--- config.mk ---
export PLATFORM = sky130hd
export DESIGN_NAME = alu_sequencer
export DESIGN_NICKNAME = d
export VERILOG_FILES = /design/src/rtl/alu_sequencer.sv
export SDC_FILE = /design/constraint.sdc
export NUM_CORES = 1
export LEC_CHECK = 0
export BUFFER_PORTS_ARGS = -buffer_cell sky130_fd_sc_hd__buf_4
export CAP_MARGIN = 25
export CORE_MARGIN = 8
export CORE_UTILIZATION = 54
export DETAILED_ROUTE_END_ITERATION = 16
export GPL_TIMING_DRIVEN = 1
export PLACE_DENSITY_LB_ADDON = 0.3
export SKIP_LAST_GASP = 1
export SLEW_MARGIN = 20
export SYNTH_ARGS = -nofsm -noshare
export SYNTH_HDL_FRONTEND = slang
export SYNTH_SLANG_ARGS = --single-unit
--- constraint.sdc ---
create_clock -name clk -period 2 [get_ports clk]
set_input_delay 0.2 -clock clk [delete_from_list [all_inputs] [get_ports clk]]
set_output_delay 0.2 -clock clk [all_outputs]
set_load 0.005 [all_outputs]
--- src/rtl/alu_sequencer.sv ---
// Sequencer around the 8-bit s_proc_v1 ALU: accepts one instruction per handshake,
// drives the ALU from a 4 x 8-bit register file and writes the result back with flags.
module alu_sequencer (
    input  logic        clk,
    input  logic        rst_n,
    input  logic [15:0] instr,
    input  logic        instr_valid,
    output logic        instr_ready,
    output logic [7:0]  alu_a,
    output logic [7:0]  alu_b,
    output logic [4:0]  alu_op,
    input  logic [7:0]  alu_dout,
    input  logic        alu_carry,
    output logic        res_valid,
    output logic [7:0]  res_data,
    output logic        flag_c,
    output logic        flag_z,
    input  logic [1:0]  dbg_sel,
    output logic [7:0]  dbg_data
);

    typedef enum logic [1:0] {
        S_IDLE,
        S_EXEC,
        S_DONE
    } state_t;

    localparam logic [2:0] OP_ADD  = 3'd0;
    localparam logic [2:0] OP_AND  = 3'd1;
    localparam logic [2:0] OP_NOP  = 3'd2;
    localparam logic [2:0] OP_MOV  = 3'd3;
    localparam logic [2:0] OP_SUB  = 3'd4;
    localparam logic [2:0] OP_INC  = 3'd5;
    localparam logic [2:0] OP_LDI  = 3'd6;
    localparam logic [2:0] OP_ADDI = 3'd7;

    localparam logic [4:0] ALU_ADD  = 5'b00000;
    localparam logic [4:0] ALU_AND  = 5'b00001;
    localparam logic [4:0] ALU_PASS = 5'b00010;
    localparam logic [4:0] ALU_MOVB = 5'b00011;
    localparam logic [4:0] ALU_SUB  = 5'b01100;
    localparam logic [4:0] ALU_INC  = 5'b10100;

    state_t      r_state;
    state_t      w_next_state;
    logic [15:0] r_ir;
    logic [7:0]  r_regs [4];
    logic        r_flag_c;
    logic        r_flag_z;
    logic [7:0]  r_res_data;

    logic [2:0]  w_opcode;
    logic [1:0]  w_rd;
    logic [1:0]  w_rs;
    logic [7:0]  w_imm;
    logic        w_load_c;
    logic        w_load_z;
    logic        w_unused_reserved;

    assign w_opcode          = r_ir[15:13];
    assign w_rd              = r_ir[12:11];
    assign w_rs              = r_ir[10:9];
    assign w_imm             = r_ir[7:0];
    assign w_unused_reserved = r_ir[8];

    always_ff @(posedge clk or negedge rst_n) begin
        if (!rst_n) begin
            r_state <= S_IDLE;
        end else begin
            r_state <= w_next_state;
        end
    end

    // The ALU is only driven with real operands during EXEC; elsewhere it sees a harmless pass of zero.
    always_comb begin
        w_next_state = r_state;
        alu_a        = 8'h00;
        alu_b        = 8'h00;
        alu_op       = ALU_PASS;
        w_load_c     = 1'b0;
        w_load_z     = 1'b0;
        case (r_state)
            S_IDLE: begin
                if (instr_valid) begin
                    w_next_state = S_EXEC;
                end
            end
            S_EXEC: begin
                w_next_state = S_DONE;
                w_load_z     = 1'b1;
                case (w_opcode)
                    OP_ADD: begin
                        alu_a    = r_regs[w_rd];
                        alu_b    = r_regs[w_rs];
                        alu_op   = ALU_ADD;
                        w_load_c = 1'b1;
                    end
                    OP_AND: begin
                        alu_a  = r_regs[w_rd];
                        alu_b  = r_regs[w_rs];
                        alu_op = ALU_AND;
                    end
                    OP_NOP: begin
                        alu_a    = r_regs[w_rd];
                        alu_op   = ALU_PASS;
                        w_load_z = 1'b0;
                    end
                    OP_MOV: begin
                        alu_b  = r_regs[w_rs];
                        alu_op = ALU_MOVB;
                    end
                    OP_SUB: begin
                        alu_a    = r_regs[w_rd];
                        alu_b    = r_regs[w_rs];
                        alu_op   = ALU_SUB;
                        w_load_c = 1'b1;
                    end
                    OP_INC: begin
                        alu_a    = r_regs[w_rd];
                        alu_op   = ALU_INC;
                        w_load_c = 1'b1;
                    end
                    OP_LDI: begin
                        alu_b  = w_imm;
                        alu_op = ALU_MOVB;
                    end
                    default: begin
                        alu_a    = r_regs[w_rd];
                        alu_b    = w_imm;
                        alu_op   = ALU_ADD;
                        w_load_c = 1'b1;
                    end
                endcase
            end
            S_DONE: begin
                w_next_state = S_IDLE;
            end
            default: begin
                w_next_state = S_IDLE;
            end
        endcase
    end

    // Write-back happens on the EXEC->DONE edge, so a reset during EXEC drops the result.
    always_ff @(posedge clk or negedge rst_n) begin
        if (!rst_n) begin
            r_ir       <= 16'h0000;
            r_flag_c   <= 1'b0;
            r_flag_z   <= 1'b0;
            r_res_data <= 8'h00;
            for (int i = 0; i < 4; i++) begin
                r_regs[i] <= 8'h00;
            end
        end else begin
            if (r_state == S_IDLE && instr_valid) begin
                r_ir <= instr;
            end
            if (r_state == S_EXEC) begin
                r_regs[w_rd] <= alu_dout;
                r_res_data   <= alu_dout;
                if (w_load_c) begin
                    r_flag_c <= alu_carry;
                end
                if (w_load_z) begin
                    r_flag_z <= (alu_dout == 8'h00);
                end
            end
        end
    end

    assign instr_ready = (r_state == S_IDLE);
    assign res_valid   = (r_state == S_DONE);
    assign res_data    = r_res_data;
    assign flag_c      = r_flag_c;
    assign flag_z      = r_flag_z;
    assign dbg_data    = r_regs[dbg_sel];

endmodule

* After elaboration in Yosys (flattened, before gate mapping)
Index checks and enable logic that the tools add are counted.
Storage, ports and cells: register bits 60, input port bits 30, output and inout port bits 41, logic and storage cells 60
Cells by class: magnitude comparators 4, equality and inequality tests 9, mux-type cells 24, bitwise operators 3, reduce and logical (&&, ||, !) cells 11
Operators with widths (count):
- $mux W8 | 10
- $bmux W8 S2 | 3
- $bwmux W32 | 1
- $pmux W5 S5 | 1
- $demux W8 S2 | 1
- $pmux W8 S2 | 1
- $eq A3 B3 Y1 const B | 3
- $ge A3 B3 Y1 const B | 3
- $not A2 Y3 | 3
- $logic_not A8 Y1 | 1
- $reduce_or A4 Y1 | 2
- $eq A3 B2 Y1 const B | 2
- $mux W5 | 1
- $mux W1 | 4
- $pmux W2 S2 | 1
- $reduce_and A2 Y1 | 2
- $reduce_or A2 Y1 | 2
- $eq A3 B1 Y1 const B | 1
- $logic_not A3 Y1 | 1
- $lt A3 B1 Y1 const B | 1
- $eq A2 B1 Y1 const B | 1
- $eq A2 B2 Y1 const B | 1
- $logic_and A1 B1 Y1 | 2
- $logic_not A2 Y1 | 1
- other kinds (2) | 2

* Longest topological paths before layout
depth in word-level cells 6, gate-level depth with buffers 6, gate-level depth less buffers 4

* Least setup slack after synthesis
OpenSTA, ideal clock, no wires.
kind flip-flop to output port, start point reg r_ir[9], end point out alu_b[2], arrival time 1.301 ns, data required time 1.800 ns, path slack 0.499 ns, cell stages (with the launch flop) 4, buffers on the path 1, path through dfrtp_1 buf_2 mux4_2 a22o_1
On the way: cells in the longest elaborated chain, start to end 6
Ends and longest elaborated chain:
- from (decl) | RTL line 46 | logic [15:0] r_ir;
- from (signal assigned) | RTL line 156 | r_ir <= instr;
- $not A2 Y3 (not written as such)
- $bmux W8 S2
- $mux W8 (not written as such) (2 in series)
- $pmux W8 S2 | RTL line 91 | case (w_opcode)
- $mux W8 | RTL line 82 | case (r_state)
- to (decl) | RTL line 10 | output logic [7:0] alu_b,
No other way between the ends. The select of a mux whose other input is x is not followed.

* Worst setup path in the final report
Same ends and word-level chain as after synthesis.

==> reports/qor.csv <==
stage,metric,value,unit
grt,first-pass GRT wire length,12500,um
worst_setup_path,reg2reg path depth,4,
placed_design,GPL Wtd Cong,0.770,
placed_design,I/O Buffers,69,
worst_setup_path,Worst Setup End Kind,primary output,
pwr,total power,5030,uW
finish,Layout Cells excl Fill,372,
floorplan,Top-Level Pins,71,
detailed_routing,Initial DRT Pass Iterations,5,
grt,met2 usage,30.9,%
grt,grt total ovfl,0,
detailed_routing,post-route ant nets,0,
floorplan,Core ar.,0.00551,mm^2
sta,Final Hold Viols,0,
floorplan,Die Ht,91.4,um
cts,Inserted Clock Buffers,9,
yosys,cells after synthesis,216,
pwr,Max IR drop VDD,0.761,mV
yosys,Ys Warns,0,
grt,vias in the first global route,2309,
worst_setup_path,worst setup path end,alu_b[2],
finish,Post-layout nets,325,
detailed_routing,1st-iter DRT viols,133,
sta,"Setup violations, final",0,
yosys,post-synth cell types,28,
placed_design,placed insts,353,
worst_setup_path,Reg2Reg Setup Slack,0.28,ns
finish,antenna cells,0,
pwr,Lkg Pwr,0.00174,uW
yosys,post-synthesis sequential area ratio,48.1,%
worst_setup_path,CP required,1.80,ns
worst_setup_path,crit start category,flip-flop,
detailed_routing,Routed WL per cell,20.5,um
worst_setup_path,CP Max Fanout,5,
floorplan,chip width,91.4,um
status,outcome,completed,
run,max-cap violation count,0,
floorplan,Initial Util,55.8,%
sta,Max Slew Vio Count,0,
cts,Clock Path Buffers,2,
cts,worst-skew pair later-pin latency,0.33,ns
finish,share of cells above drive strength 1,58.7,%
yosys,syn avg cell area,14.2,um^2
cts,CTS tree,built,
worst_setup_path,CP Launch Point,r_ir[9],
worst_setup_path,r2r startpoint,r_state[1],
yosys,Yosys reg bits,59,
finish,"commonest cells after routing, fill and taps aside","buf_4, dfrtp_1, mux2_2",
finish,Layout fillers,405,
worst_setup_path,cell depth of the worst setup path,4,
placed_design,dpl hpwl,5330,um
worst_setup_path,reg2reg end,r_regs[25],
worst_setup_path,Max stage delay on crit path,0.49,ns
sta,Max Fclk,507,MHz
detailed_routing,post-route DRC violation count,0,
cts,Worst-path clk slew,0.07,ns
finish,"leading cell type in the layout, fill and taps excluded",buf_4,
finish,register area,0.00148,mm^2
grt,met1 Resource Use GR,23.1,%
floorplan,Rows,27,
worst_setup_path,ordered list of cells on the worst path,buf_12 > mux4_2 > a22o_1 > buf_4,
grt,GRT Max-Usage Layer,met2,
worst_setup_path,CP bufs+invs,2,
detailed_routing,DR vias,2104,
yosys,synthesized net count,246,
cts,H-tree Lvls,3,
worst_setup_path,Setup CP Type,flip-flop to primary output,
pwr,cell area power density,1300,mW/mm^2
finish,Area Growth Syn to Fin,26.4,%
sta,fin crit period,1.97,ns
finish,multi-input logic area,0.00151,mm^2
cts,clock root cell,clkbuf_8,
worst_setup_path,worst path arrival time,1.77,ns
detailed_routing,Via density,5.66,
floorplan,die area,0.00836,mm^2
sta,Worst-Margin Slew,0.750,ns
grt,met3 Track Usage GR,5.93,%
yosys,synthesized area,0.00307,mm^2
grt,initial antenna violation count,0,
sta,Max-slew headroom,50.0,%
sta,RSZ-0062 raised after global routing,yes,
worst_setup_path,CP max stage cell,dfrtp_4,
worst_setup_path,CP top delay family,flip-flops,
detailed_routing,Routed WL,7630,um
cts,CTS sink cnt,59,
sta,fin crit share,98.7,%
sta,Worst Skew,0.0105,ns
grt,gr usage total,19.2,%
min_path,Hold Path Class,primary input to flip-flop,
grt,largest net degree at the start of global routing,60,
[worst reg2reg max path, cell delays in order (launching register included)]
cell and delay, ns:
dfrtp_1 0.39, nand2b_1 0.16, buf_4 0.21, nor3_4 0.44, mux2_2 0.40
[per-layer routing]
| metal | vias to the layer above | wire length, um | share of wire [%] |
|---|---|---|---|
| met5 | - | 0 | 0 |
| met4 | 0 | 122 | 1.6 |
| met3 | 9 | 499 | 6.5 |
| met2 | 73 | 3840 | 50 |
| met1 | 1061 | 3170 | 42 |
| li1 | 961 | - | - |
[how the worst min path moves through the flow]
stage	depth (start not counted)	slack, ns	start	to
CTS	2	0.08	instr[14]	r_ir[14]
global placement	1	0.31	rst_n	res_data[6]
floorplan	0	-0.1	rst_n	flag_c
finish	2	0.09	instr[14]	r_ir[14]
global route	2	0.09	instr[14]	r_ir[14]
detailed placement	1	0.31	rst_n	res_data[5]
[state kept, by name (all words and copies together), names as in the netlist]
name and flops:
r_ir 15, r_regs 32, res_data 8, r_state 2
flag_z 1, flag_c 1
[where the power goes]
part | leakage [uW] | internal [uW] | switching, uW | total (uW)
clock | 0.0000812 | 445 | 448 | 893
combinational | 0.000958 | 1340 | 665 | 2000
sequential | 0.000705 | 1670 | 466 | 2140
total | 0.00174 | 3460 | 1580 | 5030
[final cells by class]
type                            instances  area share [%]
Timing Repair Buffer                   82            16.3
Clock buffer                           13            3.58
Multi-Input combinational cell        141            39.0
Tap cell                               72            2.32
Inverter                                2           0.193
Clock inverter                          3           0.387
Sequential cell                        59            38.2
[what timing repair did]
| item | 4_1_cts | 5_1_grt |
|---|---|---|
| setup endpoints to repair | 13 | 16 |
| buffers inserted | 0 | 2 |
| hold buffers | 1 | 0 |
| gates resized for setup | 2 | 8 |
| hold endpoints to repair | 59 | 0 |
[per-stage QoR]
step                TNS (ns)  hold WS, ns  worst slack [ns]  util, %  cell area, um^2
floorplan                  0      -0.0956             0.499        -             3070
global placement           0        0.313             0.151     66.7             3670
detailed placement         0        0.309             0.142     66.7             3670
CTS                   -0.121       0.0842           -0.0410     69.8             3840
global route         -0.0407       0.0868           -0.0184     70.5             3880
finish                     0       0.0931            0.0261     70.5             3880
[cells in the mapped netlist]
| cell type | number | share of area, % |
|---|---|---|
| dfrtp_1 | 59 | 48 |
| mux2_2 | 48 | 18 |
| nand2_1 | 28 | 3.4 |
| mux4_2 | 24 | 18 |
| nor2b_1 | 10 | 2.0 |
| a22o_1 | 8 | 2.3 |
| buf_2 | 6 | 0.98 |
| buf_4 | 4 | 0.98 |
| nand2b_1 | 3 | 0.61 |
| a21oi_1 | 2 | 0.33 |
| and2_1 | 2 | 0.41 |
| and3_1 | 2 | 0.41 |
| buf_1 | 2 | 0.24 |
| inv_1 | 2 | 0.24 |
| nor3b_4 | 2 | 1.2 |
| nor4_1 | 2 | 0.41 |
| a21o_1 | 1 | 0.24 |
| buf_6 | 1 | 0.37 |
| clkbuf_1 | 1 | 0.12 |
| mux2i_1 | 1 | 0.33 |
| nand3_2 | 1 | 0.33 |
| nand3b_1 | 1 | 0.24 |
| nor2_1 | 1 | 0.12 |
| nor3_4 | 1 | 0.53 |
| nor3b_1 | 1 | 0.24 |
| o21ai_0 | 1 | 0.16 |
| or2_2 | 1 | 0.20 |
| xor2_1 | 1 | 0.29 |
[cell families after synthesis]
family                    Yosys count  share of synthesized area, %
DFF                                59                          48.1
AOI/OAI and AO/OA                  12                          3.01
xor gates and xnor gates            1                         0.285
buffers and inverters              16                          2.93
and+or+nand+nor                    55                          10.2
muxes                              73                          35.5
Power figures use the tool's default switching activity.
